`src/rtl/uart_tx_pkg.sv`:
```
// Shared encodings for the UART transmit frame controller.
// UART_TX_TWO_STOP_EN adds a second stop-bit state to the FSM.
package uart_tx_pkg;

  localparam int DATA_BITS = 8;

`ifdef UART_TX_TWO_STOP_EN
  typedef enum logic [2:0] {
    ST_IDLE   = 3'd0,
    ST_START  = 3'd1,
    ST_DATA   = 3'd2,
    ST_PARITY = 3'd3,
    ST_STOP   = 3'd4,
    ST_STOP2  = 3'd5
  } state_t;
`else
  typedef enum logic [2:0] {
    ST_IDLE   = 3'd0,
    ST_START  = 3'd1,
    ST_DATA   = 3'd2,
    ST_PARITY = 3'd3,
    ST_STOP   = 3'd4
  } state_t;
`endif

  typedef enum logic [1:0] {
    SEL_START = 2'b00,
    SEL_STOP  = 2'b01,
    SEL_DATA  = 2'b10,
    SEL_PAR   = 2'b11
  } sel_t;

endpackage

```
`src/rtl/uart_parity_calc.sv`:
```
// Combinational parity for one data byte: even (par_typ=0) or odd (par_typ=1).
module uart_parity_calc #(
  parameter int DATA_WIDTH = 8
) (
  input  logic [DATA_WIDTH-1:0] data,
  input  logic                  par_typ,
  output logic                  parity
);

  assign parity = (^data) ^ par_typ;

endmodule

```
`src/rtl/uart_tx_ctrl.sv`:
```
// UART transmit frame controller: start / data / optional parity / stop sequencing.
// UART_TX_TWO_STOP_EN appends a second stop bit (STOP2 state).
module uart_tx_ctrl
  import uart_tx_pkg::*;
#(
  parameter int DATA_WIDTH = DATA_BITS
) (
  input  logic                  CLK,
  input  logic                  RST,
  input  logic [DATA_WIDTH-1:0] P_DATA,
  input  logic                  Data_Valid,
  input  logic                  PAR_EN,
  input  logic                  PAR_TYP,
  input  logic                  ser_done,
  input  logic                  ser_data,
  output logic                  ser_en,
  output logic                  Busy,
  output logic                  TX_OUT
);

  state_t state;
  state_t next_state;
  sel_t   sel;
  logic   par_bit;
  logic   par_lat;
  logic   pen_lat;
  logic   tx_mux;
  logic   accept;

  assign accept = (state == ST_IDLE) && Data_Valid;

  uart_parity_calc #(
    .DATA_WIDTH(DATA_WIDTH)
  ) u_parity (
    .data    (P_DATA),
    .par_typ (PAR_TYP),
    .parity  (par_bit)
  );

  always_ff @(posedge CLK) begin
    if (RST) begin
      state <= ST_IDLE;
    end else begin
      state <= next_state;
    end
  end

  // Parity options are frozen at accept so mid-frame input changes cannot leak in.
  always_ff @(posedge CLK) begin
    if (RST) begin
      par_lat <= 1'b0;
      pen_lat <= 1'b0;
    end else if (accept) begin
      par_lat <= par_bit;
      pen_lat <= PAR_EN;
    end
  end

  always_comb begin
    next_state = state;
    case (state)
      ST_IDLE:   if (Data_Valid) next_state = ST_START;
      ST_START:  next_state = ST_DATA;
      ST_DATA:   if (ser_done) next_state = pen_lat ? ST_PARITY : ST_STOP;
      ST_PARITY: next_state = ST_STOP;
`ifdef UART_TX_TWO_STOP_EN
      ST_STOP:   next_state = ST_STOP2;
      ST_STOP2:  next_state = ST_IDLE;
`else
      ST_STOP:   next_state = ST_IDLE;
`endif
      default:   next_state = ST_IDLE;
    endcase
  end

  always_comb begin
    Busy   = (state != ST_IDLE);
    ser_en = (state == ST_DATA);
    sel    = SEL_STOP;
    case (state)
      ST_START:  sel = SEL_START;
      ST_DATA:   sel = SEL_DATA;
      ST_PARITY: sel = SEL_PAR;
      default:   sel = SEL_STOP;
    endcase
  end

  always_comb begin
    tx_mux = 1'b1;
    case (sel)
      SEL_START: tx_mux = 1'b0;
      SEL_STOP:  tx_mux = 1'b1;
      SEL_DATA:  tx_mux = ser_data;
      SEL_PAR:   tx_mux = par_lat;
      default:   tx_mux = 1'b1;
    endcase
  end

  // Registered line output: the whole frame trails the state by one cycle.
  always_ff @(posedge CLK) begin
    if (RST) begin
      TX_OUT <= 1'b1;
    end else begin
      TX_OUT <= tx_mux;
    end
  end

endmodule

```
`config.mk`:
```
export PLATFORM = sky130hd
export DESIGN_NAME = uart_tx_ctrl
export DESIGN_NICKNAME = d
export VERILOG_FILES = /design/src/rtl/uart_tx_pkg.sv /design/src/rtl/uart_parity_calc.sv /design/src/rtl/uart_tx_ctrl.sv
export SDC_FILE = /design/constraint.sdc
export NUM_CORES = 1
export LEC_CHECK = 0
export CORE_AREA = 3 3 40 42
export DETAILED_ROUTE_END_ITERATION = 12
export DIE_AREA = 0 0 43 45
export GPL_ROUTABILITY_DRIVEN = 0
export SYNTH_ARGS = -nofsm -noshare
export SYNTH_HDL_FRONTEND = slang
export SYNTH_SLANG_ARGS = --single-unit
```
`constraint.sdc`:
```
create_clock -name CLK -period 1.99 [get_ports CLK]
set_clock_uncertainty 0.2 [all_clocks]
set_input_delay 0.398 -clock CLK [delete_from_list [all_inputs] [get_ports CLK]]
set_output_delay 0.398 -clock CLK [all_outputs]
set_load 0.1 [all_outputs]
```
### After elaboration in Yosys (flattened, before gate mapping)

Cells that the tools add are included.

* memories kept: 0
* ROM bits: 0
* latch bits: 0
* flip-flop bits (word level): 6
* output and inout port bits: 3
* memory bits (writable): 0
* logic and storage cells: 25
* bits of input ports: 15

* order comparisons: 0
* muxes and demuxes: 6
* shift operators: 0
* divide/modulo/power cells: 0
* add/subtract/negate cells: 0
* multiply operators: 0
* equal/unequal tests: 8
* reductions and logical operators: 6
* bitwise logic cells: 1

Operator list (count)
* $pmux W3 S4: 1
* $mux W3: 3
* $reduce_xor A8 Y1: 1
* $eq A3 B2 Y1 const B: 2
* $pmux W2 S3: 1
* $eq A2 B2 Y1 const B: 2
* $ne A2 B2 Y1 const B: 2
* $pmux W1 S4: 1
* $eq A3 B1 Y1 const B: 1
* $logic_not A3 Y1: 1
* $reduce_bool A3 Y1: 1
* $eq A2 B1 Y1 const B: 1
* $logic_not A2 Y1: 1
* $reduce_and A2 Y1: 1
* $logic_and A1 B1 Y1: 1
* $xor A1 B1 Y1: 1

### Logic depth before layout (Yosys ltp)

* depth in word-level cells: 4
* gate-level depth with buffers: 5
* depth with buffers taken out: 4

### By module

From an unflattened synthesis, not the netlist that was laid out.

* cells, all modules: 35
* area total of the unflattened synthesis: 359.1 sq um

Modules (own cells, without submodules)
* uart_tx_ctrl: seq. area each 120.1 sq um, cells an instance 28, times used 1, area an instance 276.5 sq um
* uart_parity_calc: seq. area each 0.0 sq um, cells an instance 7, times used 1, area an instance 82.6 sq um

### Worst setup path after synthesis

OpenSTA, ideal clock, no wires.

* path kind: reg-to-output
* start point: reg state[1]
* end point: out ser_en
* slack: -1.093 ns
* data arrival time: 2.485 ns
* data required time: 1.392 ns
* stages on the path, launching flop included: 3
* path through: dfxtp_1 inv_2 nor3_1

* word-level cells in the longest chain between the ends: 1

RTL lines
* from (decl): line uart_tx_ctrl.sv:21 `state_t state;`
* from (signal assigned): line uart_tx_ctrl.sv:44 `state <= next_state;`
* $eq A3 B2 Y1: line uart_tx_ctrl.sv:78 `ser_en = (state == ST_DATA);`
* to (decl): line uart_tx_ctrl.sv:16 `output logic ser_en,`

No other way between the ends.

### Worst setup path in the final report

* start point: reg state[2]
* end point: out Busy

* word-level cells in the longest chain between the ends: 1

RTL lines
* $reduce_bool A3 Y1: line uart_tx_ctrl.sv:77 `Busy = (state != ST_IDLE);`
* to (decl): line uart_tx_ctrl.sv:17 `output logic Busy,`

No other way between the ends.

==> metrics.md <==
| Metric | Value |
|---|---|
| Hold WC Path Type | `flip-flop to flip-flop` |
| IO Count | `18` |
| Die area | `1935 µm²` |
| Relative slew margins | `77.84%` |
| R2r worst-path depth | `4` |
| Yosys top cell area share | `33.10%` |
| Vias | `342` |
| Data required, critical path | `1.39 ns` |
| Setup crit end kind | `output port` |
| Crit-path slowest cell | `or3_1` |
| Peak per-stage delay on the critical path | `0.44 ns` |
| Filler cell count | `134` |
| Drt first pass iters | `3` |
| N_diodes | `0` |
| CTS max path bufs | `2` |
| Compound-gate portion of the synthesized area | `15.86%` |
| Final period util | `92.76%` |
| Clock-pin slew on the worst setup and hold paths | `0.05 ns` |
| Antenna viol nets, final | `0` |
| F_max | `541.7 MHz` |
| Largest family of logic cells by synthesized area | `XOR/XNOR gates` |
| RSZ-0062 raised after global routing | `no` |
| PostCTS Resize Cnt | `0` |
| Die X | `43 µm` |
| Mapped Area | `362.8 µm²` |
| Avg Cell Area, Syn | `9.807 µm²` |
| TritonCTS clock tree | `built` |
| Leakage | `0.2404 nW` |
| Critical path arrival | `1.25 ns` |
| Critical Path Fanout Max | `7` |
| Clk root buf | `clkbuf_4` |
| Initial DRC count | `6` |
| Core Area | `1285 µm²` |
| Initial antenna violation count | `0` |
| Gr usage total | `8.285%` |
| Core Util, Final | `47.61%` |
| Crit Reg-Reg Endpoint | `par_lat$_SDFFE_PP0P_` |
| RR Startpoint | `state[2]$_SDFFE_PP0P_` |
| Cells after Synth | `37` |
| DRC viols | `0` |
| Max Transition Viols Final | `0` |
| Global-route wire length before repair | `1062 µm` |
| Min cycle time layout | `1.846 ns` |
| Hold Vio Cnt, Final | `0` |
| Die Span Y | `45 µm` |
| Clock Latency Late Sink | `0.24 ns` |
| Postcts setup bufs | `0` |
| Post-synth EDFFs | `0` |
| Total congestion overflow | `0` |
| Drt wl/cell | `10.71 µm` |
| Worst reg2reg setup slack | `0.45 ns` |
| Yosys cell types | `22` |
| Nets@finish | `74` |
| Startpoint types | `flip-flop` |
| DP HPWL | `641.8 µm` |
| Seq/Total Area, Yosys | `33.10%` |
| Most common cell in the netlist | `dfxtp_1` |
| Largest net degree at the start of global routing | `10` |
| TritonCTS Buffers | `3` |
| Yosys reg bits | `6` |
| Simple logic cell fraction of the synthesized area | `18.62%` |
| Initial Util | `28.24%` |
| Area added between synthesis and finish | `68.62%` |
| Post-synth top flop | `dfxtp_1` |
| Total power | `0.0005066 W` |
| YS warnings | `0` |
| Row count | `13` |
| Syn nets | `52` |
| Async S/R FF share, synth | `0%` |
| WS Path Type | `flip-flop to output port` |
| Mux cell area share after synthesis | `5.862%` |
| Via density | `4.750` |
| Critical Path Source | `state[2]$_SDFFE_PP0P_` |
| CP cell instances | `or3_1 > buf_12` |
| Synth area leaders | `dfxtp_1, xnor3_1, a2111oi_0` |
| Sink Count | `6` |
| Post-Synth Adder-Cell Area | `0%` |
| CTS Hold Bufs | `0` |
| Peak VDD IR | `0.5609 mV` |
| Crit path capture | `Busy` |
| Final setup vio count | `0` |
| Port Buf Inserts | `17` |
| Synth area leader | `dfxtp_1` |
| Post-synthesis xor/xnor area fraction | `20.34%` |
| Setup TNS | `0 ns` |
| Layout cell share with drive strength beyond 1 | `22.81%` |
| Vias in the first global route | `278` |
| Max Cap Viol | `0` |
| PwrDens | `828.1 nW/µm²` |
| Status | `finished, final reports clean` |
| Htree depth | `1` |
| Worst Max-Slew Pin Slew | `0.3241 ns` |
| Final wirelength | `771 µm` |
| Commonest cells in the netlist | `dfxtp_1, nor3_1` |
[critical path, delay by kind of cell, from the launching register on]
kind                   cells  cell delay, ns
buffers and inverters      1            0.19
AND/OR/NAND/NOR            1            0.44
flip-flops                 1            0.37
[area by class of cell]
type	count	area, µm²	share of cell area (%)
Clock buffer	3	22.52	3.681
Timing Repair Buffer	18	207.7	33.95
Tap cell	15	18.77	3.067
Sequential cell	6	120.1	19.63
Multi-Input combinational cell	27	231.5	37.83
Inverter	3	11.26	1.840
[state kept, by name (all words and copies together) (netlist names)]
register	flops
TX_OUT	1
state	3
pen_lat	1
par_lat	1
[metal layers]
metal  global-route usage, %  up-vias  share of wire, %
met5                       0        -                 0
met4                   3.614        0               2.2
met3                   7.570        2                10
met2                   12.87       13                47
met1                   7.579      152                40
li1                        -      175                 -
[worst min path at each step]
stage                               from               endpoint  slack [ns]  depth (start not counted)
CTS                 pen_lat$_SDFFE_PP0P_  state[2]$_SDFFE_PP0P_        0.29                          1
global placement    pen_lat$_SDFFE_PP0P_  state[2]$_SDFFE_PP0P_        0.28                          1
global route        pen_lat$_SDFFE_PP0P_  state[2]$_SDFFE_PP0P_        0.34                          1
detailed placement  pen_lat$_SDFFE_PP0P_  state[2]$_SDFFE_PP0P_        0.29                          1
floorplan           pen_lat$_SDFFE_PP0P_  state[2]$_SDFFE_PP0P_        0.25                          1
finish              pen_lat$_SDFFE_PP0P_  state[2]$_SDFFE_PP0P_        0.29                          1
[placed cells by master, fill, tap and decap left out]
| cell type | Yosys | final |
|---|---|---|
| nand3b_1 | 2 | 2 |
| clkbuf_4 | 0 | 3 |
| mux2_1 | 1 | 1 |
| xnor2_2 | 1 | 1 |
| nand2_1 | 1 | 1 |
| inv_2 | 1 | 1 |
| buf_4 | 0 | 1 |
| xnor3_1 | 1 | 1 |
| nor2_1 | 2 | 2 |
| nor2_2 | 1 | 1 |
| a211oi_1 | 1 | 1 |
| o211ai_2 | 1 | 1 |
| a2111oi_0 | 2 | 2 |
| a21oi_1 | 2 | 2 |
| dfxtp_1 | 6 | 6 |
| inv_1 | 2 | 2 |
| or4b_4 | 1 | 1 |
| mux2i_1 | 1 | 1 |
| nor3_1 | 3 | 2 |
| nor3_4 | 0 | 1 |
| o21ai_1 | 2 | 2 |
| xnor2_1 | 2 | 2 |
| or3_1 | 1 | 1 |
| clkdlybuf4s50_1 | 0 | 14 |
| buf_12 | 0 | 3 |
| xor2_1 | 2 | 2 |
[stage by stage]
stage	area (µm²)	hold slack, ns	worst slack (ns)	instances
finish	611.8	0.2915	0.1441	72
global route	611.8	0.3368	0.08201	72
CTS	611.8	0.2890	0.1318	72
detailed placement	589.3	0.2890	-0.01373	69
global placement	589.3	0.2850	0.04314	69
floorplan	374.1	0.2512	0.1845	37
[power breakdown]
part	switching, W	internal, W
registers	0.0000217	0.000137
logic	0.000130	0.000111
clock network	0.0000394	0.0000679
total	0.000191	0.000316
[cells by family (layout without fill, tap and decap cells)]
kind of cell / after synthesis / count (layout)
compound gates: 8 / 8
xor+xnor: 6 / 6
buf+inv: 4 / 24
flops: 6 / 6
mux: 2 / 2
simple gates: 11 / 11
Power figures use the tool's default switching activity.
